## config.mk

```make
export PLATFORM = sky130hd
export DESIGN_NAME = reloj_tiempo
export DESIGN_NICKNAME = d
export VERILOG_FILES = /design/src/rtl/reloj_tiempo_pkg.sv /design/src/rtl/reloj_tiempo_contador_modn.sv /design/src/rtl/reloj_tiempo.sv
export SDC_FILE = /design/constraint.sdc
export NUM_CORES = 1
export LEC_CHECK = 0
export BUFFER_PORTS_ARGS = -buffer_cell sky130_fd_sc_hd__buf_2
export CAP_MARGIN = 20
export CORE_ASPECT_RATIO = 1.1
export CORE_MARGIN = 2
export CORE_UTILIZATION = 45
export CTS_CLUSTER_DIAMETER = 120
export DETAILED_ROUTE_END_ITERATION = 8
export GPL_TIMING_DRIVEN = 1
export PLACE_DENSITY = 0.68
export RECOVER_POWER = 25
export SYNTH_ARGS = -nofsm -noshare
export SYNTH_HDL_FRONTEND = slang
export SYNTH_SLANG_ARGS = --single-unit
```

## constraint.sdc

```tcl
create_clock -name clk -period 4.98 [get_ports clk]
set_input_delay 0.996 -clock clk [delete_from_list [all_inputs] [get_ports clk]]
set_output_delay 0.996 -clock clk [all_outputs]
set_load 0.02 [all_outputs]
```

## src/rtl/reloj_tiempo_pkg.sv

```systemverilog
// Shared clock definitions: mode-state encodings and the field limits used by the counters and the display decoders.
// The alarm states are reached only when RELOJ_ALARMA_EN is defined.
package reloj_tiempo_pkg;

  localparam int HORA_MAX = 23;
  localparam int MIN_MAX  = 59;
  localparam int SEG_MAX  = 59;

  localparam int HORA_W = 5;
  localparam int MIN_W  = 6;
  localparam int SEG_W  = 6;
  localparam int MODO_W = 3;

  typedef enum logic [MODO_W-1:0] {
    NORMAL       = 3'd0,
    SET_HORA     = 3'd1,
    SET_MIN      = 3'd2,
    SET_ALM_HORA = 3'd3,
    SET_ALM_MIN  = 3'd4
  } modo_t;

endpackage

```

## src/rtl/reloj_tiempo_contador_modn.sv

```systemverilog
// Modulo-(MAX+1) counter that supplies one time field. It is registered, so valor updates on the edge after inc.
// carry is combinational from inc; clr takes priority over inc, and an out-of-range value recovers to 0.
module contador_modn #(
  parameter int MAX   = 59,
  parameter int WIDTH = 6,
  parameter int INIT  = 0
) (
  input  logic             clk,
  input  logic             rst_n,
  input  logic             inc,
  input  logic             clr,
  output logic [WIDTH-1:0] valor,
  output logic             carry
);

  localparam logic [WIDTH-1:0] MAX_V  = WIDTH'(MAX);
  localparam logic [WIDTH-1:0] INIT_V = WIDTH'(INIT);

  assign carry = inc && !clr && (valor >= MAX_V);

  always_ff @(posedge clk or negedge rst_n) begin
    if (!rst_n) begin
      valor <= INIT_V;
    end else if (clr) begin
      valor <= '0;
    end else if (inc) begin
      valor <= (valor >= MAX_V) ? '0 : valor + WIDTH'(1);
    end else if (valor > MAX_V) begin
      valor <= '0;
    end
  end

endmodule

```

## src/rtl/reloj_tiempo.sv

```systemverilog
// 24-hour clock with a set-mode FSM; its outputs are registered and lag tick_1hz and button pulses by one cycle.
// There is no backpressure. Defining RELOJ_ALARMA_EN adds the alarm set states, the alarm registers and alarma.
module reloj_tiempo
  import reloj_tiempo_pkg::*;
#(
  parameter int HORA_INI = 0,
  parameter int MIN_INI  = 0
) (
  input  logic              clk,
  input  logic              rst_n,
  input  logic              tick_1hz,
  input  logic              btn_modo,
  input  logic              btn_inc,
  output logic [HORA_W-1:0] hora,
  output logic [MIN_W-1:0]  minuto,
  output logic [SEG_W-1:0]  segundo,
  output logic [MODO_W-1:0] modo,
  output logic              fin_dia,
  output logic              alarma
);

  modo_t state, state_nxt;

  logic en_normal, seg_clr, set_hora_inc, set_min_inc;
  logic seg_inc, min_inc, hora_inc;
  logic seg_carry, min_carry, hora_carry;

  always_ff @(posedge clk or negedge rst_n) begin
    if (!rst_n) state <= NORMAL;
    else        state <= state_nxt;
  end

  always_comb begin
    state_nxt = NORMAL;
    case (state)
      NORMAL:       state_nxt = btn_modo ? SET_HORA : NORMAL;
      SET_HORA:     state_nxt = btn_modo ? SET_MIN : SET_HORA;
`ifdef RELOJ_ALARMA_EN
      SET_MIN:      state_nxt = btn_modo ? SET_ALM_HORA : SET_MIN;
      SET_ALM_HORA: state_nxt = btn_modo ? SET_ALM_MIN : SET_ALM_HORA;
      SET_ALM_MIN:  state_nxt = btn_modo ? NORMAL : SET_ALM_MIN;
`else
      SET_MIN:      state_nxt = btn_modo ? NORMAL : SET_MIN;
`endif
      default:      state_nxt = NORMAL;
    endcase
  end

`ifdef RELOJ_ALARMA_EN
  logic set_alm_hora_inc, set_alm_min_inc;
`endif

  // A button press in the same cycle as btn_modo belongs to the mode change and is dropped.
  always_comb begin
    en_normal    = 1'b0;
    seg_clr      = 1'b0;
    set_hora_inc = 1'b0;
    set_min_inc  = 1'b0;
`ifdef RELOJ_ALARMA_EN
    set_alm_hora_inc = 1'b0;
    set_alm_min_inc  = 1'b0;
`endif
    case (state)
      NORMAL: begin
        en_normal = 1'b1;
        seg_clr   = btn_modo;
      end
      SET_HORA: set_hora_inc = btn_inc && !btn_modo;
      SET_MIN:  set_min_inc  = btn_inc && !btn_modo;
`ifdef RELOJ_ALARMA_EN
      SET_ALM_HORA: set_alm_hora_inc = btn_inc && !btn_modo;
      SET_ALM_MIN:  set_alm_min_inc  = btn_inc && !btn_modo;
`endif
      default: ;
    endcase
  end

  assign seg_inc  = en_normal && tick_1hz && !btn_modo;
  assign min_inc  = en_normal ? seg_carry : set_min_inc;
  assign hora_inc = en_normal ? min_carry : set_hora_inc;
  assign modo     = state;

  contador_modn #(.MAX(SEG_MAX), .WIDTH(SEG_W), .INIT(0)) u_seg (
    .clk(clk), .rst_n(rst_n), .inc(seg_inc), .clr(seg_clr), .valor(segundo), .carry(seg_carry)
  );

  contador_modn #(.MAX(MIN_MAX), .WIDTH(MIN_W), .INIT(MIN_INI)) u_min (
    .clk(clk), .rst_n(rst_n), .inc(min_inc), .clr(1'b0), .valor(minuto), .carry(min_carry)
  );

  contador_modn #(.MAX(HORA_MAX), .WIDTH(HORA_W), .INIT(HORA_INI)) u_hora (
    .clk(clk), .rst_n(rst_n), .inc(hora_inc), .clr(1'b0), .valor(hora), .carry(hora_carry)
  );

  // Setting hour 23 -> 0 also raises hora_carry, so only a running rollover counts as end of day.
  always_ff @(posedge clk or negedge rst_n) begin
    if (!rst_n) fin_dia <= 1'b0;
    else        fin_dia <= en_normal && hora_carry;
  end

`ifdef RELOJ_ALARMA_EN
  logic [HORA_W-1:0] alm_hora;
  logic [MIN_W-1:0]  alm_min;
  logic              alm_hora_unused_carry, alm_min_unused_carry;

  contador_modn #(.MAX(HORA_MAX), .WIDTH(HORA_W), .INIT(0)) u_alm_hora (
    .clk(clk), .rst_n(rst_n), .inc(set_alm_hora_inc), .clr(1'b0),
    .valor(alm_hora), .carry(alm_hora_unused_carry)
  );

  contador_modn #(.MAX(MIN_MAX), .WIDTH(MIN_W), .INIT(0)) u_alm_min (
    .clk(clk), .rst_n(rst_n), .inc(set_alm_min_inc), .clr(1'b0),
    .valor(alm_min), .carry(alm_min_unused_carry)
  );

  always_ff @(posedge clk or negedge rst_n) begin
    if (!rst_n)                                         alarma <= 1'b0;
    else if (btn_modo)                                  alarma <= 1'b0;
    else if (en_normal && seg_carry)                    alarma <= 1'b0;
    else if (en_normal && hora == alm_hora && minuto == alm_min) alarma <= 1'b1;
  end
`else
  assign alarma = 1'b0;
`endif

endmodule
```

==> summary.txt <==
STA
  • Fin crit period: 2.093 ns
  • Max Clock Skew: 0.001689 ns
  • Relative slew slack: 0.3050
  • Fin crit share: 0.4203
  • Count of pins over their slew limit: 0
  • Final setup violation count: 0
  • Slew @ Worst Pin: 1.042 ns
  • Fin Setup TNS: 0 ns
  • RSZ-0062 raised after global routing: false
  • Final Hold Vio Count: 0
  • Max Clk Rate: between 0.4 and 0.5 GHz

Cells and area
  • Register Area: 500.5 um2
  • Fin nets: between 100 and 150
  • Number of diodes: 0
  • Layout cells sized above 1: 0.2374
  • Fillers: 243
  • Non-Filler Instances: 170
  • Area of the multi-input gates: 593.1 um2
  • Area delta synth->final: 14.18%

Synth
  • Cells after synthesis: between 100 and 150
  • Post-Syn Area per Cell: 9.977 um2
  • Asr flop ratio synth: 1.000
  • Count leader, synth: dfrtp_1
  • Synth top area share: 0.4362
  • Post-synthesis sequential area ratio: 0.4362
  • Top area cells in the synthesized netlist: dfrtp_1, ha_1, o21ai_0, nand3_1, nand2_1
  • Commonest cells post-synth: dfrtp_1, nand2_1, o21ai_0
  • Syn Std Cell Area: 1147 um2
  • Synth Flop Type: dfrtp_1
  • Synthesized flop and latch total: 20
  • Largest area contributor in the netlist: dfrtp_1
  • EDFF count, synth: 0
  • Synth warnings: 0
  • Distinct cell type count after synthesis: 45

Floorplan
  • Core area: 2472 um2
  • # IOs: 27
  • Die Width: between 50 and 60 um
  • Die area: 2970 um2
  • Starting Density: 0.4641
  • Num rows: 19
  • Die Y: ~57 um

GRT
  • Initial antenna violation count: 0
  • Total congestion overflow: 0
  • Vias in the first global route: 811
  • Total global-route track usage: 0.1562
  • First-pass GRT wire length: between 3000 and 4000 um
  • Largest net degree at the start of global routing: 21

Power
  • Lkg Pwr: 0.6381 nW
  • Reg power frac: 0.447
  • Overall power: 0.5737 mW
  • Pwr per Cell Area: 438.0 nW/um2
  • Sw frac: 0.4124
  • Comb power frac: 0.393
  • P_sw: 0.2366 mW
  • Int Power: 0.3371 mW
  • Clk pwr share: 0.160
  • Worst vdd ir: 0.0002758 V

Critical path
  • Crit. End Element: primary output
  • Reg-to-reg endpoint: u_min.valor[3]$_DFFE_PN0P_
  • Critical Path Start: modo[0]$_DFF_PN0_
  • Bufs and invs on worst path: 1
  • FF-to-FF Start: u_seg.valor[0]$_DFFE_PN0P_
  • CP endpoint: modo[0]
  • Worst-path fanout max: 10
  • Worst Path Arrival: 1.10 ns
  • CP delay by family, top: flip-flops
  • Reg2reg path depth: 5
  • Crit-path slowest cell: dfrtp_1
  • Reg-to-reg slack, setup: 3.02 ns
  • CP required: 3.98 ns
  • Crit path depth: 1
  • WS Path Type: reg2out
  • CP peak stage delay: 0.57 ns
  • Crit start category: flop
  • Cell Chain, Critical Path: buf_2

Clocking
  • H-Tree Depth: 1
  • Total setup buffers inserted after CTS: 0
  • Clock buffer depth: 2
  • CTS hold repair buffers: 0
  • # resized after CTS: 0
  • Worst-path clk slew: 0.11 ns
  • Cts bufs inserted: 3
  • Clock latency on the worst-skew pair: 0.29 ns
  • Clock Tree Root: clkbuf_4
  • TritonCTS clock tree: yes
  • Sink Count: 20

Hold path
  • Hold crit path type: reg2reg
  • Cells on Worst Hold Path: 1

Drt
  • Routed len/inst: 12.48 um
  • Detail Route Antenna Nets: 0
  • Vias after detailed routing: 933
  • Pre-Repair DR Iteration Count: 4
  • Remaining DRCs: 0
  • WL final: 2121 um
  • Post-DR vias/cell: 5.488
  • Starting DRT DRC Count: 17

Placed design
  • Post-DP HPWL: 1582 um
  • I/O Buffers: 24
  • Final GP Congestion: 0.7692
  • Inst Count DP: 166

Run status
  • Status: completed

Job
  • Max-Cap Viols: 0
-- per-stage QoR --
step	area (um2)	utilization	hold WS (ns)	setup slack, ns
floorplan	1151	-	0.6472	2.869
global placement	1275	0.5157	0.5523	2.648
detailed placement	1275	0.5157	0.5418	2.596
CTS	1311	0.5304	0.5736	2.869
global route	1310	0.5299	0.6075	2.825
finish	1310	0.5299	0.5734	2.887
-- cells by family (layout without fill, tap and decap cells) --
logic type,count (synthesis),count (layout),synth area share
compound gates,35,35,0.2345
xor+xnor,2,2,0.01527
fa+ha+maj,3,3,0.03272
buf+inv,11,34,0.05015
flops,20,20,0.4362
mux,2,2,0.01854
other cells,1,2,0.003268
simple gates,41,41,0.2094
-- area by class of cell --
class	count	area share
inverter	6	0.01719
tap	31	0.02961
sequential	20	0.3820
multi-input combinational	85	0.4527
timing repair buffer	24	0.09074
clock buffer	4	0.02770
-- layout by cell type (no fill, tap or decap), drive strengths merged, types with 2 or more instances in the layout --
master / count
a211oi: 2
a21oi: 6
a221o: 2
a22o: 3
and2: 3
buf: 23
clkbuf: 5
conb: 2
dfrtp: 20
ha: 3
inv: 6
nand2: 7
nand2b: 2
nand3: 6
nor2: 6
nor3: 5
o2111a: 2
o21ai: 8
o31ai: 2
or3: 4
xnor2: 2
-- per-layer routing --
metal | global-route usage | wire (um) | part of all wire
met4 | 0.04396 | 15 | 0.0071
met1 | 0.2381 | 1021 | 0.48
met2 | 0.2315 | 1001 | 0.47
met3 | 0.02356 | 83 | 0.039
met5 | 0 | 0 | 0
-- sequential cells by signal, indices dropped and copies added (netlist names) --
name          flops
u_min.valor       6
u_seg.valor       6
fin_dia           1
u_hora.valor      5
modo              2
-- how the worst min path moves through the flow --
stage	slack, ns	end	startpoint
2_1_floorplan	0.65	u_seg.valor[3]$_DFFE_PN0P_	u_seg.valor[3]$_DFFE_PN0P_
3_3_place_gp	0.55	u_min.valor[1]$_DFFE_PN0P_	u_min.valor[1]$_DFFE_PN0P_
3_5_place_dp	0.54	u_min.valor[1]$_DFFE_PN0P_	u_min.valor[1]$_DFFE_PN0P_
4_1_cts	0.57	u_min.valor[1]$_DFFE_PN0P_	u_min.valor[1]$_DFFE_PN0P_
5_1_grt	0.61	u_min.valor[1]$_DFFE_PN0P_	u_min.valor[1]$_DFFE_PN0P_
6_report	0.57	u_min.valor[1]$_DFFE_PN0P_	u_min.valor[1]$_DFFE_PN0P_
-- power groups by stage --
stage	clock network [mW]	logic, mW	registers (mW)
after global routing	0.102	0.253	0.267
after CTS	0.0943	0.229	0.257
after floorplan	0	0.144	0.285
final	0.0916	0.226	0.257
after global placement	0	0.224	0.257
after detailed placement	0	0.228	0.261
(Power assumes the default switching activity.)
